### src/rtl/rng_mask_collect_if.sv
// Bundle of handshake signals between the mask collector, its byte RNG and
// the mask consumer.
//   en          : continuous mask generation request (environment -> collector)
//   rng_rd      : RNG read strobe, byte consumed in the cycle it is high
//   rng_byte    : RNG data byte, valid whenever rng_rd is high
//   mask        : head entry of the collector output buffer
//   mask_valid  : output buffer not empty
//   mask_ready  : consumer accept; pop when mask_valid && mask_ready
//   mask_cnt    : saturating count of masks written to the buffer
// The master modport is the collector side; the slave modport is the
// environment (RNG plus consumer) side.
interface rng_mask_collect_if #(
    parameter int MASK_BYTES = 8
);
    logic                    en;
    logic                    rng_rd;
    logic [7:0]              rng_byte;
    logic [8*MASK_BYTES-1:0] mask;
    logic                    mask_valid;
    logic                    mask_ready;
    logic [15:0]             mask_cnt;

    modport master (
        input  en, rng_byte, mask_ready,
        output rng_rd, mask, mask_valid, mask_cnt
    );

    modport slave (
        output en, rng_byte, mask_ready,
        input  rng_rd, mask, mask_valid, mask_cnt
    );
endinterface

### src/rtl/rng_mask_collect.sv
// Collects bytes from a byte-wide RNG into masks of 8*MASK_BYTES bits and
// hands them to a consumer through a 2-entry output FIFO.
//   clk   : single clock, rising edge
//   vrst  : asynchronous active-low reset (clears everything)
//   rst   : synchronous active-high soft clear (keeps mask_cnt)
//   bus   : master side of rng_mask_collect_if (en, RNG strobe/data,
//           mask/valid/ready handshake, mask_cnt)
// Bytes shift in from the top, so the first byte read ends up in mask[7:0].
// A word in progress always completes even if en drops; only rst/vrst can
// discard a partial word.
module rng_mask_collect #(
    parameter int MASK_BYTES = 8
) (
    input  logic                clk,
    input  logic                vrst,
    input  logic                rst,
    rng_mask_collect_if.master  bus
);
    localparam int W  = 8 * MASK_BYTES;
    localparam int BW = $clog2(MASK_BYTES);

    localparam logic [1:0] ST_IDLE  = 2'd0;
    localparam logic [1:0] ST_FILL  = 2'd1;
    localparam logic [1:0] ST_STALL = 2'd2;

    localparam logic [BW-1:0] BCNT_LAST = BW'(MASK_BYTES - 1);
    localparam logic [BW-1:0] BCNT_ONE  = BW'(1);

    logic [1:0]    state_r;
    logic [1:0]    state_nxt_s;
    logic [BW-1:0] bcnt_r;
    logic [BW-1:0] bcnt_nxt_s;
    logic [W-1:0]  asm_r;
    logic [W-1:0]  asm_nxt_s;
    logic [W-1:0]  word_s;
    logic [W-1:0]  buf0_r;
    logic [W-1:0]  buf1_r;
    logic [W-1:0]  buf0_nxt_s;
    logic [W-1:0]  buf1_nxt_s;
    logic [1:0]    occ_r;
    logic [1:0]    occ_nxt_s;
    logic [15:0]   cnt_r;
    logic [15:0]   cnt_nxt_s;
    logic          rd_r;
    logic          valid_r;
    logic          fill_s;
    logic          wr_s;
    logic          pop_s;

    // Word assembly and handshake qualifiers.
    always_comb begin
        word_s = {bus.rng_byte, asm_r[W-1:8]};
        fill_s = (state_r == ST_FILL);
        wr_s   = fill_s && (bcnt_r == BCNT_LAST);
        pop_s  = (occ_r != 2'd0) && bus.mask_ready;
    end

    // Next assembly register and byte counter.
    always_comb begin
        asm_nxt_s  = asm_r;
        bcnt_nxt_s = bcnt_r;
        if (wr_s) begin
            asm_nxt_s  = word_s;
            bcnt_nxt_s = '0;
        end else if (fill_s) begin
            asm_nxt_s  = word_s;
            bcnt_nxt_s = bcnt_r + BCNT_ONE;
        end else begin
            asm_nxt_s  = asm_r;
            bcnt_nxt_s = bcnt_r;
        end
    end

    // Output FIFO: buf0_r is always the head, so mask comes straight from a flop.
    always_comb begin
        occ_nxt_s  = occ_r;
        buf0_nxt_s = buf0_r;
        buf1_nxt_s = buf1_r;
        case ({wr_s, pop_s})
            2'b10: begin
                occ_nxt_s = occ_r + 2'd1;
                if (occ_r == 2'd0) begin
                    buf0_nxt_s = word_s;
                end else begin
                    buf1_nxt_s = word_s;
                end
            end
            2'b01: begin
                occ_nxt_s = occ_r - 2'd1;
                if (occ_r == 2'd2) begin
                    buf0_nxt_s = buf1_r;
                end else begin
                    buf0_nxt_s = buf0_r;
                end
            end
            2'b11: begin
                occ_nxt_s = occ_r;
                if (occ_r == 2'd2) begin
                    buf0_nxt_s = buf1_r;
                    buf1_nxt_s = word_s;
                end else begin
                    buf0_nxt_s = word_s;
                end
            end
            default: begin
                occ_nxt_s = occ_r;
            end
        endcase
    end

    // Saturating count of buffer writes.
    always_comb begin
        if (wr_s && (cnt_r != 16'hFFFF)) begin
            cnt_nxt_s = cnt_r + 16'd1;
        end else begin
            cnt_nxt_s = cnt_r;
        end
    end

    // FSM next state; decisions use the occupancy after this edge's write/pop.
    always_comb begin
        state_nxt_s = state_r;
        case (state_r)
            ST_IDLE: begin
                if (bus.en) begin
                    state_nxt_s = ST_FILL;
                end else begin
                    state_nxt_s = ST_IDLE;
                end
            end
            ST_FILL: begin
                if (wr_s) begin
                    if (occ_nxt_s == 2'd2) begin
                        state_nxt_s = ST_STALL;
                    end else if (bus.en) begin
                        state_nxt_s = ST_FILL;
                    end else begin
                        state_nxt_s = ST_IDLE;
                    end
                end else begin
                    state_nxt_s = ST_FILL;
                end
            end
            ST_STALL: begin
                if (occ_nxt_s == 2'd2) begin
                    state_nxt_s = ST_STALL;
                end else if (bus.en) begin
                    state_nxt_s = ST_FILL;
                end else begin
                    state_nxt_s = ST_IDLE;
                end
            end
            default: begin
                state_nxt_s = ST_IDLE;
            end
        endcase
    end

    // State registers; the soft clear keeps the mask counter.
    always_ff @(posedge clk or negedge vrst) begin
        if (!vrst) begin
            state_r <= ST_IDLE;
            bcnt_r  <= '0;
            asm_r   <= '0;
            buf0_r  <= '0;
            buf1_r  <= '0;
            occ_r   <= 2'd0;
            cnt_r   <= 16'd0;
            rd_r    <= 1'b0;
            valid_r <= 1'b0;
        end else if (rst) begin
            state_r <= ST_IDLE;
            bcnt_r  <= '0;
            asm_r   <= '0;
            buf0_r  <= '0;
            buf1_r  <= '0;
            occ_r   <= 2'd0;
            rd_r    <= 1'b0;
            valid_r <= 1'b0;
        end else begin
            state_r <= state_nxt_s;
            bcnt_r  <= bcnt_nxt_s;
            asm_r   <= asm_nxt_s;
            buf0_r  <= buf0_nxt_s;
            buf1_r  <= buf1_nxt_s;
            occ_r   <= occ_nxt_s;
            cnt_r   <= cnt_nxt_s;
            rd_r    <= (state_nxt_s == ST_FILL);
            valid_r <= (occ_nxt_s != 2'd0);
        end
    end

    assign bus.rng_rd     = rd_r;
    assign bus.mask       = buf0_r;
    assign bus.mask_valid = valid_r;
    assign bus.mask_cnt   = cnt_r;
endmodule

### src/flat_wrapper.sv
// flat-port wrapper written by rule: the top's interface ports become plain ports
module rng_mask_collect_flat 
#(
    parameter int MASK_BYTES = 8
)
  (clk, vrst, rst, bus_en, bus_rng_byte, bus_mask_ready, bus_rng_rd, bus_mask, bus_mask_valid, bus_mask_cnt);
  rng_mask_collect_if #(.MASK_BYTES(MASK_BYTES)) bus_i ();
  input  logic clk;
  input  logic vrst;
  input  logic rst;
  input wire logic [$bits(bus_i.en)-1:0] bus_en;
  input wire logic [$bits(bus_i.rng_byte)-1:0] bus_rng_byte;
  input wire logic [$bits(bus_i.mask_ready)-1:0] bus_mask_ready;
  output wire logic [$bits(bus_i.rng_rd)-1:0] bus_rng_rd;
  output wire logic [$bits(bus_i.mask)-1:0] bus_mask;
  output wire logic [$bits(bus_i.mask_valid)-1:0] bus_mask_valid;
  output wire logic [$bits(bus_i.mask_cnt)-1:0] bus_mask_cnt;
  assign bus_i.en = bus_en;
  assign bus_i.rng_byte = bus_rng_byte;
  assign bus_i.mask_ready = bus_mask_ready;
  assign bus_rng_rd = bus_i.rng_rd;
  assign bus_mask = bus_i.mask;
  assign bus_mask_valid = bus_i.mask_valid;
  assign bus_mask_cnt = bus_i.mask_cnt;
  rng_mask_collect #(.MASK_BYTES(MASK_BYTES)) u_core (.clk(clk), .vrst(vrst), .rst(rst), .bus(bus_i));
endmodule
### config.mk
export PLATFORM = sky130hd
export DESIGN_NAME = rng_mask_collect_flat
export DESIGN_NICKNAME = d
export VERILOG_FILES = /design/src/rtl/rng_mask_collect_if.sv /design/src/rtl/rng_mask_collect.sv /design/src/flat_wrapper.sv
export SDC_FILE = /design/constraint.sdc
export NUM_CORES = 1
export LEC_CHECK = 0
export ABC_AREA = 0
export CAP_MARGIN = 0
export CORE_ASPECT_RATIO = 1.4
export CORE_UTILIZATION = 55
export DETAILED_ROUTE_END_ITERATION = 8
export PLACE_DENSITY_LB_ADDON = 0.1
export SYNTH_ARGS = -nofsm -noshare
export SYNTH_HDL_FRONTEND = slang
export SYNTH_SLANG_ARGS = --single-unit
### constraint.sdc
create_clock -name clk -period 2.6 [get_ports clk]
set_input_delay 0.52 -clock clk [delete_from_list [all_inputs] [get_ports clk]]
set_output_delay 0.52 -clock clk [all_outputs]
set_load 0.03 [all_outputs]
==> flow_summary.json <==
{
  "stdcell_area_sq_um": 10900,
  "grt_pass1_wl_um": 35600,
  "hold_path_class": "in -> async",
  "post_cts_buffers": 0,
  "whs_ns": -0.00493,
  "worstPathCellList": "ha_1, ha_1, nand2_1, inv_1, ha_1, nand2_1, nand3b_1, buf_4, a22oi_1, o2bb2ai_1",
  "syn_to_final_growth_pct": 20.8,
  "cp_max_fo": 21,
  "mostFrequentLayoutCells": "250 x nand2_1, 209 x dfrtp_1, 113 x a21oi_1",
  "synth.area.mux_share_pct": 0.125,
  "syn_nets": 893,
  "multi_input_area_sq_um": 3440,
  "grt-ovfl-total": 0,
  "clock.fmax_mhz": 420,
  "ys_ff_latch": 209,
  "start_util_pct": 56.2,
  "synth_fa_ha_area_share_pct": 0.830,
  "vdd_drop_max_v": 0.000474,
  "synth_xor_area_share_pct": 1.65,
  "drt_iter0_markers": 444,
  "fp.dieH_um": 154,
  "avgSynthCellArea_sq_um": 10.3,
  "hpwl_um": 12900,
  "drive_gt1_share_pct": 10.5,
  "synthesis.area_sq_um": 9040,
  "wl_met2_um": 10900,
  "crit_family": "adder cells",
  "finalCritPeriodShare_pct": 91.7,
  "grt_pass1_vias": 7085,
  "synth_warnings": 0,
  "run_status": "finished, violations left",
  "critPathLaunchType": "flip-flop",
  "final_core_util_pct": 67.8,
  "cts_tree": "done",
  "drt-met1-wl_um": 8730,
  "setup.worst_path.class": "reg -> reg",
  "cp_slowest_cell": "dfrtp_1",
  "wl_met3_um": 1030,
  "drc": 0,
  "antenna_found_initial": 0,
  "cts_num_sinks": 209,
  "gp_congestion": 0.800,
  "crit_buf_inv": 2,
  "rsz0062_at_grt": "no",
  "ys_top_cells_by_area": "dfrtp_1 58%, nand2_1 10%, a21oi_1 6.3%",
  "tightest_slew_ns": 0.804,
  "yosys.area_share.simple_pct": 13.9,
  "dieWidth_um": 110,
  "highest_layer": "met4",
  "fin_crit_ns": 2.38,
  "setup_tns_ns": 0,
  "grt_usage_pct": 26.5,
  "io_pins": 95,
  "drv_cap": 0,
  "drt_first_pass_iters": 6,
  "synth_top_family_by_area": "compound AO/OA/AOI/OAI gates",
  "hold_viol": 4,
  "arrival_ns": 2.75,
  "cts_repair_resize_count": 0,
  "fin_skew_ns": 0.00967,
  "leakagePower_nw": 4.39,
  "clockRootBuffer": "clkbuf_16",
  "rows": 55,
  "portBuffers": 94,
  "n_antenna_cell": 0,
  "cts_buffers": 20,
  "max_stage_delay_ns": 0.41,
  "maxSlewViolCount": 0,
  "synth_top_area_share_pct": 57.8,
  "end_kind": "flip-flop",
  "p_per_area_nw_per_um2": 604,
  "routed_wl_um": 21000,
  "synth_cell_types": 48,
  "ant_nets": 0,
  "synth_cells": 874,
  "insertion_delay_ns": 0.49,
  "power_mw": 6.59,
  "vias": 6863,
  "violations": "negative hold slack",
  "final_common_cell": "nand2_1",
  "coreArea_sq_um": 16100,
  "vias_per_cell": 5.91,
  "crit_required_ns": 2.96,
  "ys_seq_area_share_pct": 57.8,
  "slew_headroom_pct": 46.4,
  "wl_per_cell_um": 18.1,
  "grt_max_degree": 75,
  "critPathMostFrequentCell": "ha_1",
  "cts_hold_buf": 0,
  "synth_area_leader_cell": "dfrtp_1",
  "finish.net_count": 968,
  "clock_path_buffers": 3,
  "cts.clk_slew.worst_paths_ns": 0.06,
  "cts_max_level": 1,
  "setup_viol": 0,
  "synth_compound_area_share_pct": 21.2,
  "register_area_sq_um": 5230,
  "place_area_sq_um": 10200,
  "dieArea_sq_um": 17000,
  "fillers": 1304
}
==> worst reg2reg max path: stages (launching register included) <==
cell       delay [ns]
dfrtp_1          0.41
ha_1             0.21
ha_1             0.19
nand2_1          0.13
inv_1            0.09
ha_1             0.27
nand2_1          0.10
nand3b_1         0.14
buf_4            0.26
a22oi_1          0.34
o2bb2ai_1        0.13
==> area by class of cell <==
cell class	count	share of cell area, %
Sequential cell	209	47.9
Multi-Input combinational cell	591	31.5
Timing Repair Buffer	122	11.8
Clock buffer	25	5.13
Tap cell	199	2.28
Clock inverter	11	1.24
Inverter	5	0.172
==> worst paths after layout <==
check | start | to | slack [ns] | cells past startpoint
max | u_core.bcnt_r[0] | u_core.bus.mask[43] | 0.22 | 10
min | vrst | u_core.bus.mask[15] | -0.005 | 1
max reg2reg | u_core.bcnt_r[0] | u_core.bus.mask[43] | 0.22 | 10
min reg2reg | u_core.bus.mask[28] | u_core.bus.mask[28] | 0.48 | 1
max in group asynchronous | vrst | u_core.asm_r[62] | 1.85 | 2
min in group clk | rst | u_core.occ_r[0] | 0.29 | 2
==> metrics by stage <==
step	worst slack, ns	hold slack, ns	std cells
2_1_floorplan	0.433	0.224	874
3_3_place_gp	0.110	0.471	1126
3_5_place_dp	0.0227	0.473	1126
4_1_cts	0.234	0.00949	1162
5_1_grt	0.0746	0.0221	1162
6_report	0.216	-0.00493	1162
==> synthesized netlist by cell type, drive strengths merged <==
cell       n
a211o      1
a211oi     2
a21oi    126
a22oi     64
a31oi      1
a41oi      1
and2       2
and2b      1
and3       5
and3b      1
and4       2
buf       39
clkbuf    30
dfrtp    209
ha         6
inv        5
mux2       1
nand2    250
nand2b     4
nand3      4
nand3b     2
nand4      6
nand4b     1
nand4bb    1
nor2       8
nor2b      2
nor3       3
nor3b      1
nor4b      1
o211ai     4
o21ai      6
o21bai     1
o2bb2ai   64
or2b       1
or3        1
or4b       1
xnor2     16
xor2       1
==> per-layer routing <==
layer / global-route usage (%) / up-vias
met5: 0 / -
met4: 6.95 / 0
met3: 3.35 / 27
met2: 45.7 / 213
met1: 35.0 / 3431
li1: - / 3192
==> flip-flops by register name, summed over array words and instances (netlist names) <==
register,cells
u_core.asm_r,56
u_core.bcnt_r,3
u_core.buf1_r,64
u_core.bus.mask,64
u_core.bus.mask_cnt,16
u_core.bus.mask_valid,1
u_core.bus.rng_rd,1
u_core.occ_r,2
u_core.state_r,2
==> cells by family (layout without fill, tap and decap cells) <==
kind of cell	Yosys count	in the layout
and+or+nand+nor	297	297
AOI/OAI and AO/OA	270	270
DFF	209	209
buffers and inverters	74	163
xor gates and xnor gates	17	17
adders and majority gates	6	6
muxes	1	1
==> power breakdown <==
part           leakage [nW]  internal (mW)  switching [mW]
Combinational          1.14         0.0685           0.191
Clock                 0.342           1.83            1.21
Sequential             2.91           3.27          0.0214
No activity file was read; power rests on OpenSTA's default activity.
